--- config.mk ---
export PLATFORM = sky130hd
export DESIGN_NAME = mem_arbiter_flat
export DESIGN_NICKNAME = d
export VERILOG_FILES = /design/src/rtl/mem_arbiter_if.sv /design/src/rtl/mem_arbiter.sv /design/src/flat_wrapper.sv
export SDC_FILE = /design/constraint.sdc
export NUM_CORES = 1
export LEC_CHECK = 0
export CORE_AREA = 2 2 103 105
export DETAILED_ROUTE_END_ITERATION = 7
export DIE_AREA = 0 0 105 107
export PLACE_DENSITY_LB_ADDON = 0.2
export SLEW_MARGIN = 10
export SYNTH_ARGS = -nofsm -noshare
export SYNTH_HDL_FRONTEND = slang
export SYNTH_SLANG_ARGS = --single-unit
--- constraint.sdc ---
create_clock -name CLK -period 3.8 [get_ports CLK]
set_input_delay 0.57 -clock CLK [delete_from_list [all_inputs] [get_ports CLK]]
set_output_delay 0.57 -clock CLK [all_outputs]
set_load 0.02 [all_outputs]
--- src/rtl/mem_arbiter_if.sv ---
// Cache-pair / RAM bus bundle shared by the memory arbiter.
// The arbiter takes the slave side; the cache/RAM environment takes the master side.
interface mem_arbiter_if;
    logic        iREN;
    logic [31:0] iaddr;
    logic        iwait;
    logic [31:0] iload;
    logic        dREN;
    logic        dWEN;
    logic [31:0] daddr;
    logic [31:0] dstore;
    logic        dwait;
    logic [31:0] dload;
    logic        ramREN;
    logic        ramWEN;
    logic [31:0] ramaddr;
    logic [31:0] ramstore;
    logic [31:0] ramload;
    logic [1:0]  ramstate;
    logic        err;

    modport slave (
        input  iREN, iaddr,
        input  dREN, dWEN, daddr, dstore,
        input  ramload, ramstate,
        output iwait, iload,
        output dwait, dload,
        output ramREN, ramWEN, ramaddr, ramstore,
        output err
    );

    modport master (
        output iREN, iaddr,
        output dREN, dWEN, daddr, dstore,
        output ramload, ramstate,
        input  iwait, iload,
        input  dwait, dload,
        input  ramREN, ramWEN, ramaddr, ramstore,
        input  err
    );
endinterface

--- src/rtl/mem_arbiter.sv ---
// Round-robin icache/dcache arbiter in front of the single-port RAM,
// with a watchdog that aborts RAM accesses that never complete.
module mem_arbiter #(
    parameter int TIMEOUT = 64,
    parameter int CW      = 7
) (
    input  logic          CLK,
    input  logic          RST,
    mem_arbiter_if.slave  bus
);
    typedef enum logic [1:0] {
        IDLE  = 2'd0,
        ISERV = 2'd1,
        DSERV = 2'd2
    } state_t;

    localparam logic [1:0]    RS_ACCESS = 2'd2;
    localparam logic [1:0]    RS_ERROR  = 2'd3;
    localparam logic [CW-1:0] WD_LAST   = CW'(TIMEOUT - 1);

    state_t        r_state;
    state_t        w_next;
    logic          r_last_d;
    logic [CW-1:0] r_wdog;
    logic          r_err;

    logic          w_ipend;
    logic          w_dpend;
    logic          w_access;
    logic          w_error;
    logic          w_expire;
    logic          w_set_err;

    logic          w_iwait;
    logic          w_dwait;
    logic [31:0]   w_iload;
    logic [31:0]   w_dload;
    logic          w_ramREN;
    logic          w_ramWEN;
    logic [31:0]   w_ramaddr;
    logic [31:0]   w_ramstore;

    assign w_ipend  = bus.iREN;
    assign w_dpend  = bus.dREN | bus.dWEN;
    assign w_access = (bus.ramstate == RS_ACCESS);
    assign w_error  = (bus.ramstate == RS_ERROR);
    assign w_expire = (r_wdog == WD_LAST);

    always_comb begin
        w_next     = r_state;
        w_set_err  = 1'b0;
        w_iwait    = 1'b1;
        w_dwait    = 1'b1;
        w_iload    = '0;
        w_dload    = '0;
        w_ramREN   = 1'b0;
        w_ramWEN   = 1'b0;
        w_ramaddr  = '0;
        w_ramstore = '0;
        unique case (r_state)
            IDLE: begin
                // D wins a tie unless it was the last one served
                if (w_dpend && (!w_ipend || !r_last_d)) begin
                    w_next = DSERV;
                end else if (w_ipend) begin
                    w_next = ISERV;
                end
            end
            ISERV: begin
                w_ramREN  = bus.iREN;
                w_ramaddr = bus.iaddr;
                if (!w_ipend) begin
                    w_next = IDLE;
                end else if (w_access) begin
                    w_iwait = 1'b0;
                    w_iload = bus.ramload;
                    w_next  = IDLE;
                end else if (w_error || w_expire) begin
                    w_set_err = 1'b1;
                    w_next    = IDLE;
                end
            end
            DSERV: begin
                w_ramWEN   = bus.dWEN;
                w_ramREN   = bus.dREN & ~bus.dWEN;
                w_ramaddr  = bus.daddr;
                w_ramstore = bus.dstore;
                if (!w_dpend) begin
                    w_next = IDLE;
                end else if (w_access) begin
                    w_dwait = 1'b0;
                    w_dload = bus.ramload;
                    w_next  = IDLE;
                end else if (w_error || w_expire) begin
                    w_set_err = 1'b1;
                    w_next    = IDLE;
                end
            end
            default: begin
                w_next = IDLE;
            end
        endcase
    end

    always_ff @(posedge CLK) begin
        if (RST) begin
            r_state  <= IDLE;
            r_last_d <= 1'b0;
            r_wdog   <= '0;
            r_err    <= 1'b0;
        end else begin
            r_state <= w_next;
            if (w_set_err) begin
                r_err <= 1'b1;
            end
            // wdog is held at zero in IDLE so every grant starts fresh
            if (r_state == IDLE) begin
                r_wdog <= '0;
                if (w_next != IDLE) begin
                    r_last_d <= (w_next == DSERV);
                end
            end else if (!w_access) begin
                r_wdog <= r_wdog + CW'(1);
            end
        end
    end

    assign bus.iwait    = w_iwait;
    assign bus.iload    = w_iload;
    assign bus.dwait    = w_dwait;
    assign bus.dload    = w_dload;
    assign bus.ramREN   = w_ramREN;
    assign bus.ramWEN   = w_ramWEN;
    assign bus.ramaddr  = w_ramaddr;
    assign bus.ramstore = w_ramstore;
    assign bus.err      = r_err;
endmodule
--- src/flat_wrapper.sv ---
// flat-port wrapper written by rule: the top's interface ports become plain ports
module mem_arbiter_flat 
#(
    parameter int TIMEOUT = 64,
    parameter int CW      = 7
)
  (CLK, RST, bus_iREN, bus_iaddr, bus_dREN, bus_dWEN, bus_daddr, bus_dstore, bus_ramload, bus_ramstate, bus_iwait, bus_iload, bus_dwait, bus_dload, bus_ramREN, bus_ramWEN, bus_ramaddr, bus_ramstore, bus_err);
  mem_arbiter_if bus_i ();
  input  logic CLK;
  input  logic RST;
  input wire logic [$bits(bus_i.iREN)-1:0] bus_iREN;
  input wire logic [$bits(bus_i.iaddr)-1:0] bus_iaddr;
  input wire logic [$bits(bus_i.dREN)-1:0] bus_dREN;
  input wire logic [$bits(bus_i.dWEN)-1:0] bus_dWEN;
  input wire logic [$bits(bus_i.daddr)-1:0] bus_daddr;
  input wire logic [$bits(bus_i.dstore)-1:0] bus_dstore;
  input wire logic [$bits(bus_i.ramload)-1:0] bus_ramload;
  input wire logic [$bits(bus_i.ramstate)-1:0] bus_ramstate;
  output wire logic [$bits(bus_i.iwait)-1:0] bus_iwait;
  output wire logic [$bits(bus_i.iload)-1:0] bus_iload;
  output wire logic [$bits(bus_i.dwait)-1:0] bus_dwait;
  output wire logic [$bits(bus_i.dload)-1:0] bus_dload;
  output wire logic [$bits(bus_i.ramREN)-1:0] bus_ramREN;
  output wire logic [$bits(bus_i.ramWEN)-1:0] bus_ramWEN;
  output wire logic [$bits(bus_i.ramaddr)-1:0] bus_ramaddr;
  output wire logic [$bits(bus_i.ramstore)-1:0] bus_ramstore;
  output wire logic [$bits(bus_i.err)-1:0] bus_err;
  assign bus_i.iREN = bus_iREN;
  assign bus_i.iaddr = bus_iaddr;
  assign bus_i.dREN = bus_dREN;
  assign bus_i.dWEN = bus_dWEN;
  assign bus_i.daddr = bus_daddr;
  assign bus_i.dstore = bus_dstore;
  assign bus_i.ramload = bus_ramload;
  assign bus_i.ramstate = bus_ramstate;
  assign bus_iwait = bus_i.iwait;
  assign bus_iload = bus_i.iload;
  assign bus_dwait = bus_i.dwait;
  assign bus_dload = bus_i.dload;
  assign bus_ramREN = bus_i.ramREN;
  assign bus_ramWEN = bus_i.ramWEN;
  assign bus_ramaddr = bus_i.ramaddr;
  assign bus_ramstore = bus_i.ramstore;
  assign bus_err = bus_i.err;
  mem_arbiter #(.TIMEOUT(TIMEOUT), .CW(CW)) u_core (.CLK(CLK), .RST(RST), .bus(bus_i));
endmodule
Word-level counts from Yosys, hierarchy flattened
Index checks and enable logic that the tools add are counted.
{ "totals": {"inputBits": 135, "regBits": 11, "wordCells": 49, "output_inout_bits": 133} }
{ "op_classes": {"eq_ne": 6, "add_sub_neg": 1, "bitwise": 3, "n_reduce_logical": 9, "mux": 26} }
{ "op_table": {"columns": ["op", "n"], "rows": [
  ["32-bit 2-to-1 mux", 6],
  ["32-bit one-hot mux with 2 select lines", 1],
  ["2-bit 2-to-1 mux", 6],
  ["1-bit 2-to-1 mux", 10],
  ["2-bit equality test (second input constant)", 4],
  ["7-bit by 1-bit adder with 7-bit output (second input constant)", 1],
  ["7-bit by 6-bit equality test with 1-bit output (second input constant)", 1],
  ["2-bit one-hot mux with 3 select lines", 1],
  ["1-bit one-hot mux with 2 select lines", 2],
  ["2-bit by 1-bit equality test with 1-bit output (second input constant)", 1],
  ["1-bit logical NOT", 2],
  ["2-bit logical NOT", 1],
  ["1-bit logical OR", 2],
  ["2-bit AND reduction", 1],
  ["2-bit nonzero test", 1],
  ["2-bit OR reduction", 1],
  ["1-bit bitwise AND", 1],
  ["1-bit logical AND", 1],
  ["1-bit NOT", 1],
  ["1-bit OR", 1]
]} }

Longest topological paths before layout
{ "depth": {"word_depth": 8, "mapped_depth": 8, "ltp_nobuf": 7} }

Least setup slack after synthesis
No wires, ideal clock.
{ "synth_path": {"path_type": "input-to-output", "from": "input bus_ramstate[0]", "to": "output bus_dload[22]", "arrival_time_ns": 1.541, "setup_slack_ns": 1.689, "path_buffers": 2, "t_required_ns": 3.230, "cell_stages": 5, "cell_sequence": "nand2b_1 > buf_2 > nor2_1 > clkbuf_1 > and2_1"} }
{ "synth_via": {"elab_chain_len": 4} }
{ "synth_lines": {"columns": ["element", "line", "rtl"], "rows": [
  ["start: declaration", "flat_wrapper.sv:18", "input wire logic [$bits(bus_i.ramstate)-1:0] bus_ramstate;"],
  ["2-bit equality test", "mem_arbiter.sv:45", "assign w_access = (bus.ramstate == RS_ACCESS);"],
  ["32-bit 2-to-1 mux", "mem_arbiter.sv:90", "end else if (w_access) begin"],
  ["32-bit 2-to-1 mux", "mem_arbiter.sv:88", "if (!w_dpend) begin"],
  ["32-bit 2-to-1 mux", "mem_arbiter.sv:60", "unique case (r_state)"],
  ["end: declaration", "flat_wrapper.sv:22", "output wire logic [$bits(bus_i.dload)-1:0] bus_dload;"]
]} }
No other way between the ends.

Final worst setup path
{ "layout_path": {"from": "input bus_ramstate[1]", "to": "output bus_dload[28]"} }
Same word-level chain as after synthesis.

==> run_results.csv <==
group,metric,value,unit
timing,holdWs,493,ps
floorplan,fp-row-count,37,
clock_tree,cts_resized,0,
route,drc_errors,0,
logic_synthesis,synth-compound-area-share,20.1,%
clock_tree,htreeDepth,1,
clock_tree,postCtsHoldBufs,0,
route,wl_per_cell,15.4,µm
route,dr.pass1.iters,4,
setup_path,cp.required,3230,ps
clock_tree,cts_buffer_depth,2,
route,num_vias,2642,
clock_tree,clkTransAtPathRegs,50,ps
setup_path,cp-end-kind,"output pin",
logic_synthesis,synth_top_family_by_area,"simple AND/OR/NAND/NOR gates",
logic_synthesis,ys_types,31,
logic_synthesis,muxShareOfSynthArea,0.578,%
logic_synthesis,yosys.area_share.simple,54.3,%
timing,fin_setup_tns,0,ps
route,viasPerCell,4.12,
clock_tree,cts_root_buf,"clkbuf_8",
timing,relSlewSlack,40.4,%
grt,grt_usage,16.3,%
setup_path,critPathArrivalTime,2590,ps
floorplan,pin_count,268,
finish,seq_area,220,µm²
clock_tree,post_cts_buffers,0,
finish,multi_input_area,0.00141,mm²
logic_synthesis,avgSynthCellArea,6.88,µm²
clock_tree,cts_tree,"built",
place,portBuffers,267,
grt,overflow,0,
logic_synthesis,synth_common_cells,"97 x and2_1, 34 x a22oi_1, 34 x nor2b_1, 20 x clkbuf_1, 11 x dfxtp_1",
finish,fin_cells,642,
timing,period_share,83.1,%
place,place_hpwl,8020,µm
setup_path,startpoint_type,"primary input",
logic_synthesis,syn_nets,392,
floorplan,core,0.0101,mm²
finish,nFillCells,1011,
status,outcome,"finished, final reports clean",
setup_path,rr_worst_depth,5,
place,placed_cells,638,
logic_synthesis,netlist_area,0.00173,mm²
power_and_ir_drop,powerDensity,197,mW/mm²
timing,max_freq,0.317,GHz
logic_synthesis,synth_xor_area_share,2.53,%
setup_path,crit_type,"primary input to output pin",
floorplan,dieArea,0.0112,mm²
setup_path,reg2reg_to,"u_core.bus.err",
grt,antenna_found_initial,0,
floorplan,die_x,105,µm
clock_tree,numCtsBuffers,3,
place,gp_congestion,0.817,
finish,syn_to_final_growth,164,%
logic_synthesis,synthAdderAreaFrac,3.61,%
power_and_ir_drop,p_leak,1.62,nW
finish,fin_util,45.3,%
power_and_ir_drop,max-vdd-ir-drop,0.143,mV
floorplan,start_util,17.2,%
logic_synthesis,synthFlopType,"dfxtp_1",
logic_synthesis,yosys_warnings,0,
timing,slew_violations,0,
timing,finalHoldViolations,0,
timing,rsz0062_at_grt,"no",
logic_synthesis,yosysMostFrequentCell,"and2_1",
grt,grt_pass1_vias,2578,
timing,finalSetupViolations,0,
run,maxCapViolCount,0,
hold_path,whs_endpoint,"u_core.r_wdog[5]",
route,drtAntennaViolNets,0,
grt,grt_pass1_wl,14700,µm
setup_path,crit_fanout,33,
logic_synthesis,synth_edf_count,0,
hold_path,hp-start,"u_core.r_wdog[5]",
setup_path,reg2reg_from,"u_core.r_state[0]",
hold_path,hold_depth,2,
route,drt_iter0_markers,138,
logic_synthesis,ys_seq_area_share,12.7,%
clock_tree,clock_sinks,11,
timing,worst_pin_slew,894,ps
timing,period_needed,3160,ps
finish,nets,647,
grt,grt_max_degree,68,
logic_synthesis,ys_ff_latch,11,
logic_synthesis,syn-instance-count,252,
hold_path,hp-class,"flip-flop to flip-flop",
logic_synthesis,yosysTopAreaCellShare,35.0,%
finish,drive_gt1_share,2.17,%
logic_synthesis,synth_top_area_cell,"and2_1",
clock_tree,insertion_delay,240,ps
finish,antennaDiodeCount,0,
setup_path,ff2ff_setup_slack,1900,ps
route,drt_wl_total,9860,µm
logic_synthesis,async_flop_share,0,%
logic_synthesis,synthTopCellsByArea,"and2_1 35%, a22oi_1 15%, dfxtp_1 13%",
timing,worst_clock_skew,0.742,ps
floorplan,die_y,107,µm
worst max-delay path: stages:
cell,delay (ps)
clkdlybuf4s50_1,520
nand2b_1,230
nor2_1,160
buf_4,290
and2_1,180
clkdlybuf4s50_1,620
layout by cell type (no fill, tap or decap), drive strengths merged:
cell | netlist | layout
a21boi | 1 | 1
a21oi | 1 | 1
a221oi | 1 | 1
a22o | 1 | 1
a22oi | 34 | 34
a41oi | 1 | 1
and2 | 97 | 97
and4 | 1 | 1
buf | 2 | 5
clkbuf | 20 | 4
clkdlybuf4s50 | 0 | 267
dfxtp | 11 | 11
ha | 5 | 5
inv | 6 | 6
mux2i | 1 | 1
nand2 | 4 | 4
nand2b | 2 | 2
nand3 | 1 | 1
nand3b | 1 | 1
nand4 | 2 | 2
nor2 | 10 | 10
nor2b | 34 | 34
nor3 | 2 | 2
o21ai | 4 | 4
o221a | 1 | 1
o2bb2ai | 1 | 1
o31ai | 1 | 1
or2 | 1 | 1
or3 | 1 | 1
xnor2 | 2 | 2
xor2 | 3 | 3
per-stage QoR:
stage / setup WS [ps] / cell area, µm² / power, mW
finish: 642 / 4580 / 0.902
global route: 445 / 4580 / 0.963
CTS: 621 / 4580 / 0.914
detailed placement: 645 / 4530 / 0.790
global placement: 637 / 4530 / 0.786
floorplan: 1690 / 1730 / 0.440
power breakdown:
| part | internal (mW) | total [mW] | switching [mW] |
|---|---|---|---|
| logic | 0.358 | 0.652 | 0.294 |
| registers | 0.124 | 0.131 | 0.00758 |
| clock network | 0.0738 | 0.119 | 0.0455 |
| total | 0.555 | 0.902 | 0.347 |
flip-flops by register name (all words and copies together), names as in the netlist:
| register | flops |
|---|---|
| u_core.r_wdog | 7 |
| u_core.bus.err | 1 |
| u_core.r_state | 2 |
| u_core.r_last_d | 1 |
worst max-delay path by stage:
stage	to	cells past startpoint	startpoint	slack, ps
detailed placement	bus_iload[8]	6	bus_ramstate[1]	650
global route	bus_ramREN	4	u_core.r_state[0]	440
global placement	bus_dload[2]	6	bus_ramstate[1]	640
floorplan	bus_dload[22]	5	bus_ramstate[0]	1690
CTS	bus_ramREN	4	u_core.r_state[0]	620
finish	bus_dload[28]	6	bus_ramstate[1]	640
cells by family after synthesis:
group,count (synthesis)
fa+ha+maj,5
simple gates,156
buf+inv,28
compound gates,46
flops,11
mux,1
xor+xnor,5
layout make-up:
| type | instances | share of cell area [%] |
|---|---|---|
| repair buffers | 272 | 59.2 |
| multi-input cells | 213 | 30.8 |
| flip-flops and latches | 11 | 4.81 |
| well taps | 136 | 3.72 |
| clock buffers | 4 | 0.984 |
| inverters | 6 | 0.492 |
per-layer routing:
layer	up-vias	global-route usage, %	wire length, µm
met1	1172	19.8	3980
met2	111	28.2	4880
met3	15	5.29	860
li1	1344	-	-
met5	-	0	0
met4	0	3.14	149
Power figures use the tool's default switching activity.
==> RTL change 1, RTL diff (same flow settings) <==
The 3 states of `state_t` get a one-hot encoding in 3 bits.
--- a/src/rtl/mem_arbiter.sv
+++ b/src/rtl/mem_arbiter.sv
@@ -9,8 +9,8 @@
     mem_arbiter_if.slave  bus
 );
-    typedef enum logic [1:0] {
-        IDLE  = 2'd0,
-        ISERV = 2'd1,
-        DSERV = 2'd2
+    typedef enum logic [2:0] {
+        IDLE  = 3'b001,
+        ISERV = 3'b010,
+        DSERV = 3'b100
     } state_t;
 
Function: no difference found for any inputs over 10 cycles, from zero or initial values and one cycle with RST high; not proved beyond that.
==> RTL change 1 against the unedited design <==
  * Hold slack better by 0.0011 ns
  * Worst setup slack worse by 0.036 ns
  * Wire length down 1.4%
  * Total power down 31%
  * Maximum frequency down 1.1%
  * Design area down 3.9%
  * Synthesized area down 11%
  * Sequential cell count up 1
  * Count of clock-buffer cells in the layout unchanged
  * Sequential power up 11%
  * Critical path type unchanged
==> RTL change 1: results (changes against the unedited design) <==
hold_end: "u_core.bus.err"  # was u_core.r_wdog[5]
drtIter0Drc: 100  # was 138
ff2ff_setup_slack_ns: 1.84  # was 1.90 ns
crit_start: "bus_ramstate[1]"  # unchanged
multi_input_area_share: 0.2769  # was 0.3076
buffer_area_frac: 0.6147  # was 0.5923
n_all_inverters: 3  # was 6
grt_pass1_vias: 2362  # was 2578
layout-drive-gt1-share: 0.02784  # was 0.02174
synthTopCellsByArea: "and2_1 39%, a22o_1 18%, dfxtp_1 16%, nor2_1 2.9%, xor2_1 2.8%"  # was and2_1 35%, a22oi_1 15%, dfxtp_1 13%, nor2b_1 12%, clkbuf_1 4.3%
crit_end: "bus_iload[10]"  # was bus_dload[28]
timing.rr.end: "u_core.r_state[0]"  # was u_core.bus.err
synth_commonest_cells: "97 x and2_1, 32 x a22o_1, 12 x dfxtp_1, 12 x nor2_1, 8 x clkbuf_1"  # was 97 x and2_1, 34 x a22oi_1, 34 x nor2b_1
fin_ws_ns: 0.6058  # was 0.6416 ns
clk_pin_slew_worst_paths_ns: 0.05  # about the same
design_area_mm2: 0.004397  # was 0.004576 mm2
combPwrFrac: 0.540  # was 0.722
final-clk-cell-share: 0.01252  # was 0.009844
numCtsBuffers: 3  # unchanged
grt_pass1_wl_mm: 14.23  # was 14.74 mm
worstHoldStart: "u_core.bus.err"  # was u_core.r_wdog[5]
grt_use_total: 0.1594  # was 0.1629
dp_hpwl_mm: 8.151  # was 8.021 mm
dp_slack_ns: 0.5893  # was 0.6452 ns
worstMarginPinSlew_ns: 0.6091  # was 0.8935 ns
power_mw: 0.6213  # was 0.9025 mW
drtPass1Iterations: 4  # unchanged
wl_per_cell_um: 16.13  # was 15.36 um
ys_seq_area_frac: 0.1557  # was 0.1271
switching_share: 0.2960  # was 0.3845
insertion_delay_ns: 0.24  # about the same
num-nets-final: 604  # was 647
p_leak_nw: 1.643  # was 1.624 nW
vias: 2429  # was 2642
slowest_delay_ns: 0.64  # was 0.62 ns
seq_share: 0.05464  # was 0.04813
multi_input_cells: 177  # was 213
critPathArrivalTime_ns: 2.62  # was 2.59 ns
clkbuf_count: 4  # unchanged
whs_ns: 0.4942  # was 0.4931 ns
p_clk_mw: 0.141  # was 0.119 mW
place_congestion: 0.8428  # was 0.8166
finClkSkew_ns: 0.0006929  # was 0.0007418 ns
largestRegisters: "u_core.r_wdog x7, u_core.r_state x3"  # was u_core.r_wdog x7, u_core.r_state x2
syn_nets: 346  # was 392
r2r_start: "u_core.r_state[2]"  # was u_core.r_state[0]
placed_area_mm2: 0.004342  # was 0.004531 mm2
area_growth_syn_to_layout_pct: 185.0  # was 164.0%
synth_seq_cells: 12  # was 11
htreeDepth: 1  # unchanged
yosysWarnings: 0  # unchanged
postSynthAreaPerCell_um2: 7.346  # was 6.877 um2
num-fill-cells: 1044  # was 1011
viasPerCell: 4.028  # was 4.115
ir_worst_vdd_mv: 0.1729  # was 0.1425 mV
nonClockBufferCount: 271  # was 272
status: "finished, final reports clean"  # unchanged
antenna_found_initial: 0  # unchanged
setup-tns-final_ns: 0  # unchanged
[RTL change 1: cell types whose count changed after synthesis, moves of 3 or more]
cell	unedited run	this run
clkbuf_2	0	6
inv_1	6	3
a22o_1	1	32
nor2b_1	34	0
ha_1	5	1
a22oi_1	34	1
clkbuf_1	20	8
[RTL change 1: layer usage]
layer | global-route usage | vias to the layer above | routed length, um
li1 | - | 1228 | -
met1 | 0.1889 | 1075 | 3970
met2 | 0.2843 | 108 | 4786
met3 | 0.03769 | 18 | 718
met4 | 0.04857 | 0 | 251
met5 | 0 | - | 0
[RTL change 1: logic make-up after synthesis]
group                    count (synthesis)  share of synthesized area
multiplexers                             2                    0.01298
buffers and inverters                   21                    0.05921
AND/OR/NAND/NOR                        128                     0.5110
AO/OA/AOI/OAI                           40                     0.2190
flip-flops                              12                     0.1557
XOR/XNOR                                 6                    0.03406
adder cells (fa/ha/maj)                  1                   0.008109
==> RTL change 2, RTL diff (same flow settings) <==
Without the edit above. `CW` is set to 7 in 2 places; all go to 6.
--- a/src/rtl/mem_arbiter.sv
+++ b/src/rtl/mem_arbiter.sv
@@ -3,5 +3,5 @@
 module mem_arbiter #(
     parameter int TIMEOUT = 64,
-    parameter int CW      = 7
+    parameter int CW      = 6
 ) (
     input  logic          CLK,
--- a/src/flat_wrapper.sv
+++ b/src/flat_wrapper.sv
@@ -3,5 +3,5 @@
 #(
     parameter int TIMEOUT = 64,
-    parameter int CW      = 7
+    parameter int CW      = 6
 )
   (CLK, RST, bus_iREN, bus_iaddr, bus_dREN, bus_dWEN, bus_daddr, bus_dstore, bus_ramload, bus_ramstate, bus_iwait, bus_iload, bus_dwait, bus_dload, bus_ramREN, bus_ramWEN, bus_ramaddr, bus_ramstore, bus_err);
Formal check against the unedited RTL: same outputs for any inputs over 10 cycles, from zero or initial values and one cycle with RST high; that may be too few to reach the edited logic, so the function may still have changed.
==> RTL change 2 against the unedited design <==
  * Clock power shrank 13%
  * Sequential cell count is 1 lower
  * Synthesized cell count up 0.40%
  * Worst setup slack got worse by 0.22 ns
  * Register-to-register slack improved by 0.06 ns
  * Total power shrank 8.1%
  * Count of clock-buffer cells in the layout decreased by 1
  * Wire length decreased by 0.29%
  * Die area stayed put
  * Design area is 0.11% higher
  * Global-route usage down 0.40 points
  * Synthesized area up 1.9%
  * Via count is 0.38% lower
  * Critical path type unchanged
  * Critical endpoint is now bus_dload[17]
==> RTL change 2: results (changes against the unedited design) <==
finalCriticalPeriod_ns: 3.378  # was 3.158 ns
grt_use_total: 0.1588  # was 0.1629
dp_hpwl_mm: 8.172  # was 8.021 mm
num-nets-final: 646  # was 647
combPwrFrac: 0.731  # was 0.722
placedCellCount: 637  # was 638
grtUsageMet1: 0.1730  # was 0.1981
synth_compound_area_frac: 0.2006  # was 0.2007
finClkSkew_ns: 0.001199  # was 0.0007418 ns
grt_pass1_wl_mm: 14.25  # was 14.74 mm
yosysWarnings: 0  # unchanged
drt-met1-wl_mm: 3.745  # was 3.978 mm
place_congestion: 0.7896  # was 0.8166
gr-usage-met3: 0.03587  # was 0.05289
syn_nets: 393  # was 392
vias: 2632  # was 2642
ys_seq_area_frac: 0.1134  # was 0.1271
switching_share: 0.3788  # was 0.3845
routed-wl-met2_mm: 5.230  # was 4.876 mm
critPathArrivalTime_ns: 2.81  # was 2.59 ns
cts-root-buf: "clkbuf_8"  # unchanged
worstHoldStart: "u_core.bus.err"  # was u_core.r_wdog[5]
whs_ns: 0.4572  # was 0.4931 ns
p_leak_nw: 1.616  # was 1.624 nW
met3_length_um: 697  # was 860 um
synthAdderAreaFrac: 0.03544  # was 0.03610
largestRegisters: "u_core.r_wdog x6, u_core.r_state x2"  # was u_core.r_wdog x7, u_core.r_state x2
synth_commonest_cells: "97 x and2_1, 32 x a22oi_1, 32 x nor2b_1"  # was 97 x and2_1, 34 x a22oi_1, 34 x nor2b_1
synthTopCellsByArea: "and2_1 34%, a22oi_1 14%, dfxtp_1 11%, nor2b_1 11%, ha_1 3.5%"  # was and2_1 35%, a22oi_1 15%, dfxtp_1 13%, nor2b_1 12%, clkbuf_1 4.3%
synth.distinct_cells: 35  # was 31
synth-xor-area-share: 0.02481  # was 0.02527
layout-drive-gt1-share: 0.03175  # was 0.02174
ir_worst_vdd_mv: 0.08957  # was 0.1425 mV
dp_slack_ns: 0.3853  # was 0.6452 ns
status: "finished, final reports clean"  # unchanged
ff2ff_setup_slack_ns: 1.96  # was 1.90 ns
maxSlewHeadroom: 0.5513  # was 0.4043
viasPerCell: 4.113  # was 4.115
clk_pin_slew_worst_paths_ns: 0.04
synthMuxAreaShare: 0.005670  # was 0.005776
antenna_cells: 0  # unchanged
met2_usage: 0.3094  # was 0.2820
synth_cells: 253  # was 252
routed_wl_mm: 9.835  # was 9.864 mm
drtIter0Drc: 137  # was 138
-- RTL change 2: changes by cell type in the layout (fill, tap and decap cells not counted), moves of 2 or more --
cell | before | now
nor2_4 | 0 | 2
nor2b_1 | 34 | 32
buf_4 | 5 | 3
a21oi_1 | 1 | 3
a22oi_1 | 34 | 32
and3_4 | 0 | 2
-- RTL change 2: final cells by class --
class / count / area [um2]
inverters: 6 / 22.52
fillers: 1056 / 5512
flip-flops and latches: 10 / 200.2
well taps: 136 / 170.2
clock buffers: 3 / 41.29
repair buffers: 270 / 2695
multi-input cells: 215 / 1451
-- RTL change 2: through the flow --
step	util	power [mW]	area [um2]
2_1_floorplan	-	0.4040	1765
3_3_place_gp	0.4498	0.7272	4539
3_5_place_dp	0.4498	0.7321	4539
4_1_cts	0.4539	0.8399	4581
5_1_grt	0.4539	0.8830	4581
6_report	0.4539	0.8294	4581
-- RTL change 2: path summary, 6_finish.rpt --
kind                     to
max           bus_dload[17]
min          u_core.bus.err
max reg2reg  u_core.bus.err
min reg2reg  u_core.bus.err
